File: config.mk
export PLATFORM = sky130hd
export DESIGN_NAME = onehot_decoder_drv_flat
export DESIGN_NICKNAME = d
export VERILOG_FILES = /design/src/rtl/dec_pkg.sv /design/src/rtl/onehot_decoder_drv_if.sv /design/src/rtl/onehot_to_bin.sv /design/src/rtl/onehot_decoder_drv.sv /design/src/flat_wrapper.sv
export SDC_FILE = /design/constraint.sdc
export NUM_CORES = 1
export LEC_CHECK = 0
export CAP_MARGIN = 20
export CORE_MARGIN = 5
export CORE_UTILIZATION = 30
export CTS_CLUSTER_SIZE = 14
export DETAILED_ROUTE_END_ITERATION = 16
export SETUP_SLACK_MARGIN = 0.3
export SYNTH_ARGS = -nofsm -noshare
export SYNTH_HDL_FRONTEND = slang
export SYNTH_HIERARCHICAL = 1
export SYNTH_SLANG_ARGS = --single-unit
File: constraint.sdc
create_clock -name clk -period 1.6 [get_ports clk]
set_input_delay 0.4 -clock clk [delete_from_list [all_inputs] [get_ports clk]]
set_output_delay 0.4 -clock clk [all_outputs]
set_load 0.01 [all_outputs]
File: src/rtl/dec_pkg.sv
// Shared constants and FSM state encoding for the one-hot line driver.
// Consumed by onehot_decoder_drv, its interface and the onehot_to_bin checker.
package dec_pkg;

   localparam int DEC_IDX_W  = 4;
   localparam int DEC_HOLD_W = 8;
   localparam int DEC_OUT_W  = 2 ** DEC_IDX_W;
   localparam int ONEHOT_W   = DEC_OUT_W;

   typedef enum logic [1:0] {
      IDLE  = 2'd0,
      DRIVE = 2'd1,
      GAP   = 2'd2
   } dec_state_e;

endpackage

File: src/rtl/onehot_decoder_drv_if.sv
// Request/strobe bundle of the one-hot line driver.
// master = index source, slave = driver block.
interface onehot_decoder_drv_if
   import dec_pkg::*;
#(
   parameter int IDX_W  = DEC_IDX_W,
   parameter int HOLD_W = DEC_HOLD_W
);

   localparam int OUT_W = 2 ** IDX_W;

   logic              enable;
   logic              in_valid;
   logic              in_ready;
   logic [IDX_W-1:0]  binary_in;
   logic [HOLD_W-1:0] hold_cycles;
   logic [OUT_W-1:0]  decoder_out;
   logic              out_valid;
   logic              done;
   logic              err;

   modport master (
      output enable, in_valid, binary_in, hold_cycles,
      input  in_ready, decoder_out, out_valid, done, err
   );

   modport slave (
      input  enable, in_valid, binary_in, hold_cycles,
      output in_ready, decoder_out, out_valid, done, err
   );

endinterface

File: src/rtl/onehot_to_bin.sv
// Combinational one-hot to index re-encoder with an exactly-one-bit flag.
// Used by the driver's self-check path only.
module onehot_to_bin
   import dec_pkg::*;
#(
   parameter int IDX_W = DEC_IDX_W
) (
   input  logic [2**IDX_W-1:0] onehot,
   output logic [IDX_W-1:0]    idx,
   output logic                is_onehot
);

   localparam int OUT_W = 2 ** IDX_W;

   always_comb begin
      idx = '0;
      for (int i = 0; i < OUT_W; i++) begin
         if (onehot[i]) idx = idx | IDX_W'(i);
      end
      is_onehot = (onehot != '0) &&
                  ((onehot & (onehot - OUT_W'(1))) == '0);
   end

endmodule

File: src/rtl/onehot_decoder_drv.sv
// Drives one registered one-hot line for a programmable hold, then one break cycle.
// Optional runtime self-check of the output lines under DEC_SELFCHECK_EN.
module onehot_decoder_drv
   import dec_pkg::*;
#(
   parameter int IDX_W  = DEC_IDX_W,
   parameter int HOLD_W = DEC_HOLD_W
) (
   input logic clk,
   input logic rst_n,
   onehot_decoder_drv_if.slave bus
);

   localparam int OUT_W = 2 ** IDX_W;

   dec_state_e        state_q, state_d;
   logic [HOLD_W-1:0] cnt_q, cnt_d;
   logic [OUT_W-1:0]  dout_q, dout_d;
   logic              ov_q, ov_d;
   logic              done_q, done_d;
   logic              in_ready;
   logic              accept;

   assign in_ready = bus.enable && (state_q == IDLE);
   assign accept   = bus.in_valid && in_ready;

   always_comb begin
      state_d = state_q;
      cnt_d   = cnt_q;
      dout_d  = dout_q;
      ov_d    = ov_q;
      done_d  = 1'b0;
      unique case (state_q)
         IDLE: begin
            if (accept) begin
               state_d = DRIVE;
               cnt_d   = (bus.hold_cycles == '0) ? HOLD_W'(1)
                                                 : bus.hold_cycles;
               dout_d  = OUT_W'(1) << bus.binary_in;
               ov_d    = 1'b1;
            end
         end
         DRIVE: begin
            // abort wins over a completion landing on the same edge
            if (!bus.enable || cnt_q <= HOLD_W'(1)) begin
               state_d = GAP;
               cnt_d   = '0;
               dout_d  = '0;
               ov_d    = 1'b0;
               done_d  = bus.enable;
            end else begin
               cnt_d = cnt_q - HOLD_W'(1);
            end
         end
         GAP: begin
            state_d = IDLE;
         end
         default: begin
            state_d = IDLE;
            cnt_d   = '0;
            dout_d  = '0;
            ov_d    = 1'b0;
         end
      endcase
   end

   always_ff @(posedge clk or negedge rst_n) begin
      if (!rst_n) begin
         state_q <= IDLE;
         cnt_q   <= '0;
         dout_q  <= '0;
         ov_q    <= 1'b0;
         done_q  <= 1'b0;
      end else begin
         state_q <= state_d;
         cnt_q   <= cnt_d;
         dout_q  <= dout_d;
         ov_q    <= ov_d;
         done_q  <= done_d;
      end
   end

   assign bus.in_ready    = in_ready;
   assign bus.decoder_out = dout_q;
   assign bus.out_valid   = ov_q;
   assign bus.done        = done_q;

`ifdef DEC_SELFCHECK_EN
   logic [IDX_W-1:0] idx_q, idx_d;
   logic             err_q, err_d;
   logic [IDX_W-1:0] chk_idx;
   logic             chk_onehot;

   onehot_to_bin #(.IDX_W(IDX_W)) u_chk (
      .onehot    (dout_q),
      .idx       (chk_idx),
      .is_onehot (chk_onehot)
   );

   always_comb begin
      idx_d = idx_q;
      err_d = err_q;
      if (accept) idx_d = bus.binary_in;
      if (state_q == DRIVE) begin
         if (!chk_onehot || chk_idx != idx_q) err_d = 1'b1;
      end else if (dout_q != '0) begin
         err_d = 1'b1;
      end
   end

   always_ff @(posedge clk or negedge rst_n) begin
      if (!rst_n) begin
         idx_q <= '0;
         err_q <= 1'b0;
      end else begin
         idx_q <= idx_d;
         err_q <= err_d;
      end
   end

   assign bus.err = err_q;
`else
   assign bus.err = 1'b0;
`endif

endmodule

File: src/flat_wrapper.sv
// flat-port wrapper written by rule: the top's interface ports become plain ports
module onehot_decoder_drv_flat import dec_pkg::*;
#(
   parameter int IDX_W  = DEC_IDX_W,
   parameter int HOLD_W = DEC_HOLD_W
)
  (clk, rst_n, bus_enable, bus_in_valid, bus_binary_in, bus_hold_cycles, bus_in_ready, bus_decoder_out, bus_out_valid, bus_done, bus_err);
  onehot_decoder_drv_if #(.IDX_W(IDX_W), .HOLD_W(HOLD_W)) bus_i ();
  input logic clk;
  input logic rst_n;
  input wire logic [$bits(bus_i.enable)-1:0] bus_enable;
  input wire logic [$bits(bus_i.in_valid)-1:0] bus_in_valid;
  input wire logic [$bits(bus_i.binary_in)-1:0] bus_binary_in;
  input wire logic [$bits(bus_i.hold_cycles)-1:0] bus_hold_cycles;
  output wire logic [$bits(bus_i.in_ready)-1:0] bus_in_ready;
  output wire logic [$bits(bus_i.decoder_out)-1:0] bus_decoder_out;
  output wire logic [$bits(bus_i.out_valid)-1:0] bus_out_valid;
  output wire logic [$bits(bus_i.done)-1:0] bus_done;
  output wire logic [$bits(bus_i.err)-1:0] bus_err;
  assign bus_i.enable = bus_enable;
  assign bus_i.in_valid = bus_in_valid;
  assign bus_i.binary_in = bus_binary_in;
  assign bus_i.hold_cycles = bus_hold_cycles;
  assign bus_in_ready = bus_i.in_ready;
  assign bus_decoder_out = bus_i.decoder_out;
  assign bus_out_valid = bus_i.out_valid;
  assign bus_done = bus_i.done;
  assign bus_err = bus_i.err;
  onehot_decoder_drv #(.IDX_W(IDX_W), .HOLD_W(HOLD_W)) u_core (.clk(clk), .rst_n(rst_n), .bus(bus_i));
endmodule
==> results.cfg <==
[status]
outcome = complete, but fails checks
violations = setup timing

[timing]
finalSetupTns_ns = -0.0208
hold_viol_final = 0
post-route-period-util = 1.01
timing.fmax_mhz = 618
whs_ns = 0.492
rsz0062_at_grt = true
finalSetupViolations = 2
min_period_ns = 1.62
drv_slew = 0
finClkSkew_ns = 0.00573
layout_setup_ws_ns = -0.0171

[synth]
synth_xor_area_frac = 0.0196
seq_area_frac_synth = 0.522
yosys.area.top_type = dfrtp_1
ys_ff_latch = 28
synth_nets = 137
synth_area_leaders = dfrtp_1 52%, o2bb2ai_1 5.9%, nand2_1 3.6%, a32o_1 3.0%, a21o_1 2.8%
synthCells = 119
synth_top_family_by_area = compound AO/OA/AOI/OAI gates
synth-simple-area-share = 0.185
ys_async_sr_fraction = 1.00
synth_edf_count = 0
syn_area_mm2 = 0.00134
synthFlopType = dfrtp_1
yosys_warnings = 6
synthMostInstantiatedCell = dfrtp_1
synth.area.mux_share = 0
synth_top_area_share = 0.522
synthTopCellsByCount = 28 x dfrtp_1, 13 x nand2_1, 9 x o2bb2ai_1, 6 x nor3_1, 5 x a21o_1
synth_fa_ha_area_frac = 0.0186
ys_types = 41
syn_area_per_cell_um2 = 11.3
synth-compound-area-share = 0.209

[power]
totalPowerFinal_uw = 3040
clockPowerShare = 0.184
power_density_mw_per_mm2 = 1460
p_comb_frac = 0.481
internal_power_uw = 1950
p_seq_frac = 0.335
p_switching_uw = 1090
leakage_uw = 0.000977
p_sw_frac = 0.359
peakVddDrop_v = 0.000481

[grt]
grt_usage = 0.128
grt_start_max_net_pins = 29
antenna_found_initial = 0
grt_pass1_wl_um = 6180
gr-total-overflow = 0
grt_pass1_vias = 1292

[layout]
utilization = 0.480
drive_above_1_share = 0.489
layout.cells.non_filler = 232
synthToLayoutAreaGrowth_pct = 55.6
num-nets-final = 199
diodes = 0

[route]
wl_per_cell_um = 16.6
via_count = 1203
first_iter_violations = 62
ant_nets = 0
firstDrtPassIters = 4
finalWirelength_um = 3850
route.detailed.drc = 0
via_per_inst = 5.19

[placed_design]
io_buffers = 34
dpl.hpwl_um = 2650
place.gp.congestion = 0.808
dp.cells = 214

[clocking]
numCtsBuffers = 3
clk_pin_slew_ns = 0.10
htreeDepth = 1
cts_tree = done
clock-root-buffer = clkbuf_8
cts_sinks = 28
clockBufferDepth = 2
insertion_delay_ns = 0.28

[hold_path]
holdCritPathClass = flop to flop
holdPathStages = 1
worstHoldStart = u_core/bus.out_valid
min_delay_worst_endpoint = u_core/bus.out_valid

[floorplan]
start_util = 0.308
ios = 36
row_count = 24
design.die.area_mm2 = 0.00591
die_y_um = 76.9
die_w_um = 76.9
core_mm2 = 0.00435

[worst_setup_path]
reg2reg_to = u_core/cnt_q[6]
start_kind = flop
cp.required_ns = 1.77
rrSetupSlack_ns = -0.02
crit_arrival_ns = 1.79
criticalPathCategory = flop to flop
rr_worst_depth = 6
r2r_start = u_core/cnt_q[1]
endpoint_kind = flop
path_max_fanout = 4

[run]
cap_violations = 0
placed cells by master (no fill, tap or decap), drive strengths merged, types with 3 or more instances in the layout:
master	n
dfrtp	28
xnor2	3
o2bb2ai	9
nor3	8
o21ai	3
buf	45
clkdlybuf4s50	13
clkbuf	4
nand3b	3
o211ai	3
nand2	16
a32o	4
inv	4
a21o	5
a21oi	4
power groups by stage:
stage / combinational [uW] / clock [uW] / sequential, uW
detailed placement: 1210 / 0 / 1020
floorplan: 719 / 0 / 1030
finish: 1460 / 560 / 1020
CTS: 1340 / 585 / 1010
global placement: 1170 / 0 / 1020
global route: 1580 / 614 / 1040
timing repair:
item | 4_1_cts | 5_1_grt
buffers inserted | 8 | 4
hold buffers | 0 | 0
pin swaps | 15 | 3
gates resized for setup | 96 | 15
setup endpoints to repair | 46 | 29
gates cloned | 2 | 0
state kept, by name, indices dropped and copies added, names as in the netlist:
register	flops
u_core/bus.decoder_out	16
u_core/bus.done	1
u_core/bus.out_valid	1
u_core/cnt_q	8
u_core/state_q	2
critical path: stages (launching register included):
cell and delay [ns]:
dfrtp_1 0.41, inv_2 0.09, ha_2 0.20, or4b_4 0.49, nor2_4 0.11, xnor2_2 0.12, o211ai_2 0.08
per-layer routing:
metal | up-vias | wire, um | share of wire | GRT usage
li1 | 575 | - | - | -
met1 | 593 | 1720 | 0.45 | 0.154
met2 | 31 | 1890 | 0.49 | 0.222
met3 | 4 | 210 | 0.055 | 0.0422
met4 | 0 | 29 | 0.0075 | 0.0262
met5 | - | 0 | 0 | 0
cell families after synthesis:
family	after synthesis
buf+inv	10
xor+xnor	3
compound gates	35
fa+ha+maj	2
simple gates	40
flops	28
other cells	1
stage by stage:
| stage | setup WS, ns | instance area [um2] |
|---|---|---|
| after floorplan | 0.0704 | 1370 |
| after global placement | -0.406 | 1850 |
| after detailed placement | -0.427 | 1850 |
| after CTS | -0.0231 | 2000 |
| after global routing | -0.0804 | 2090 |
| final | -0.0171 | 2090 |
cell type report:
type                    count  area (um2)
multi-input cells          83         769
inverters                   4        15.0
fillers                   392        2260
well taps                  52        65.1
repair buffers             61         468
flip-flops and latches     28         701
clock buffers               3        41.3
clock inverters             1        30.0
how the worst max path moves through the flow:
stage                          from                         end  slack, ns
floorplan           u_core/cnt_q[0]             u_core/cnt_q[6]       0.07
global placement         bus_enable                bus_in_ready      -0.41
detailed placement       bus_enable                bus_in_ready      -0.43
CTS                 u_core/cnt_q[0]             u_core/cnt_q[6]      -0.02
global route        u_core/cnt_q[0]  u_core/bus.decoder_out[10]      -0.08
finish              u_core/cnt_q[1]             u_core/cnt_q[6]      -0.02
Note: power is estimated with default switching activity, not from simulation.
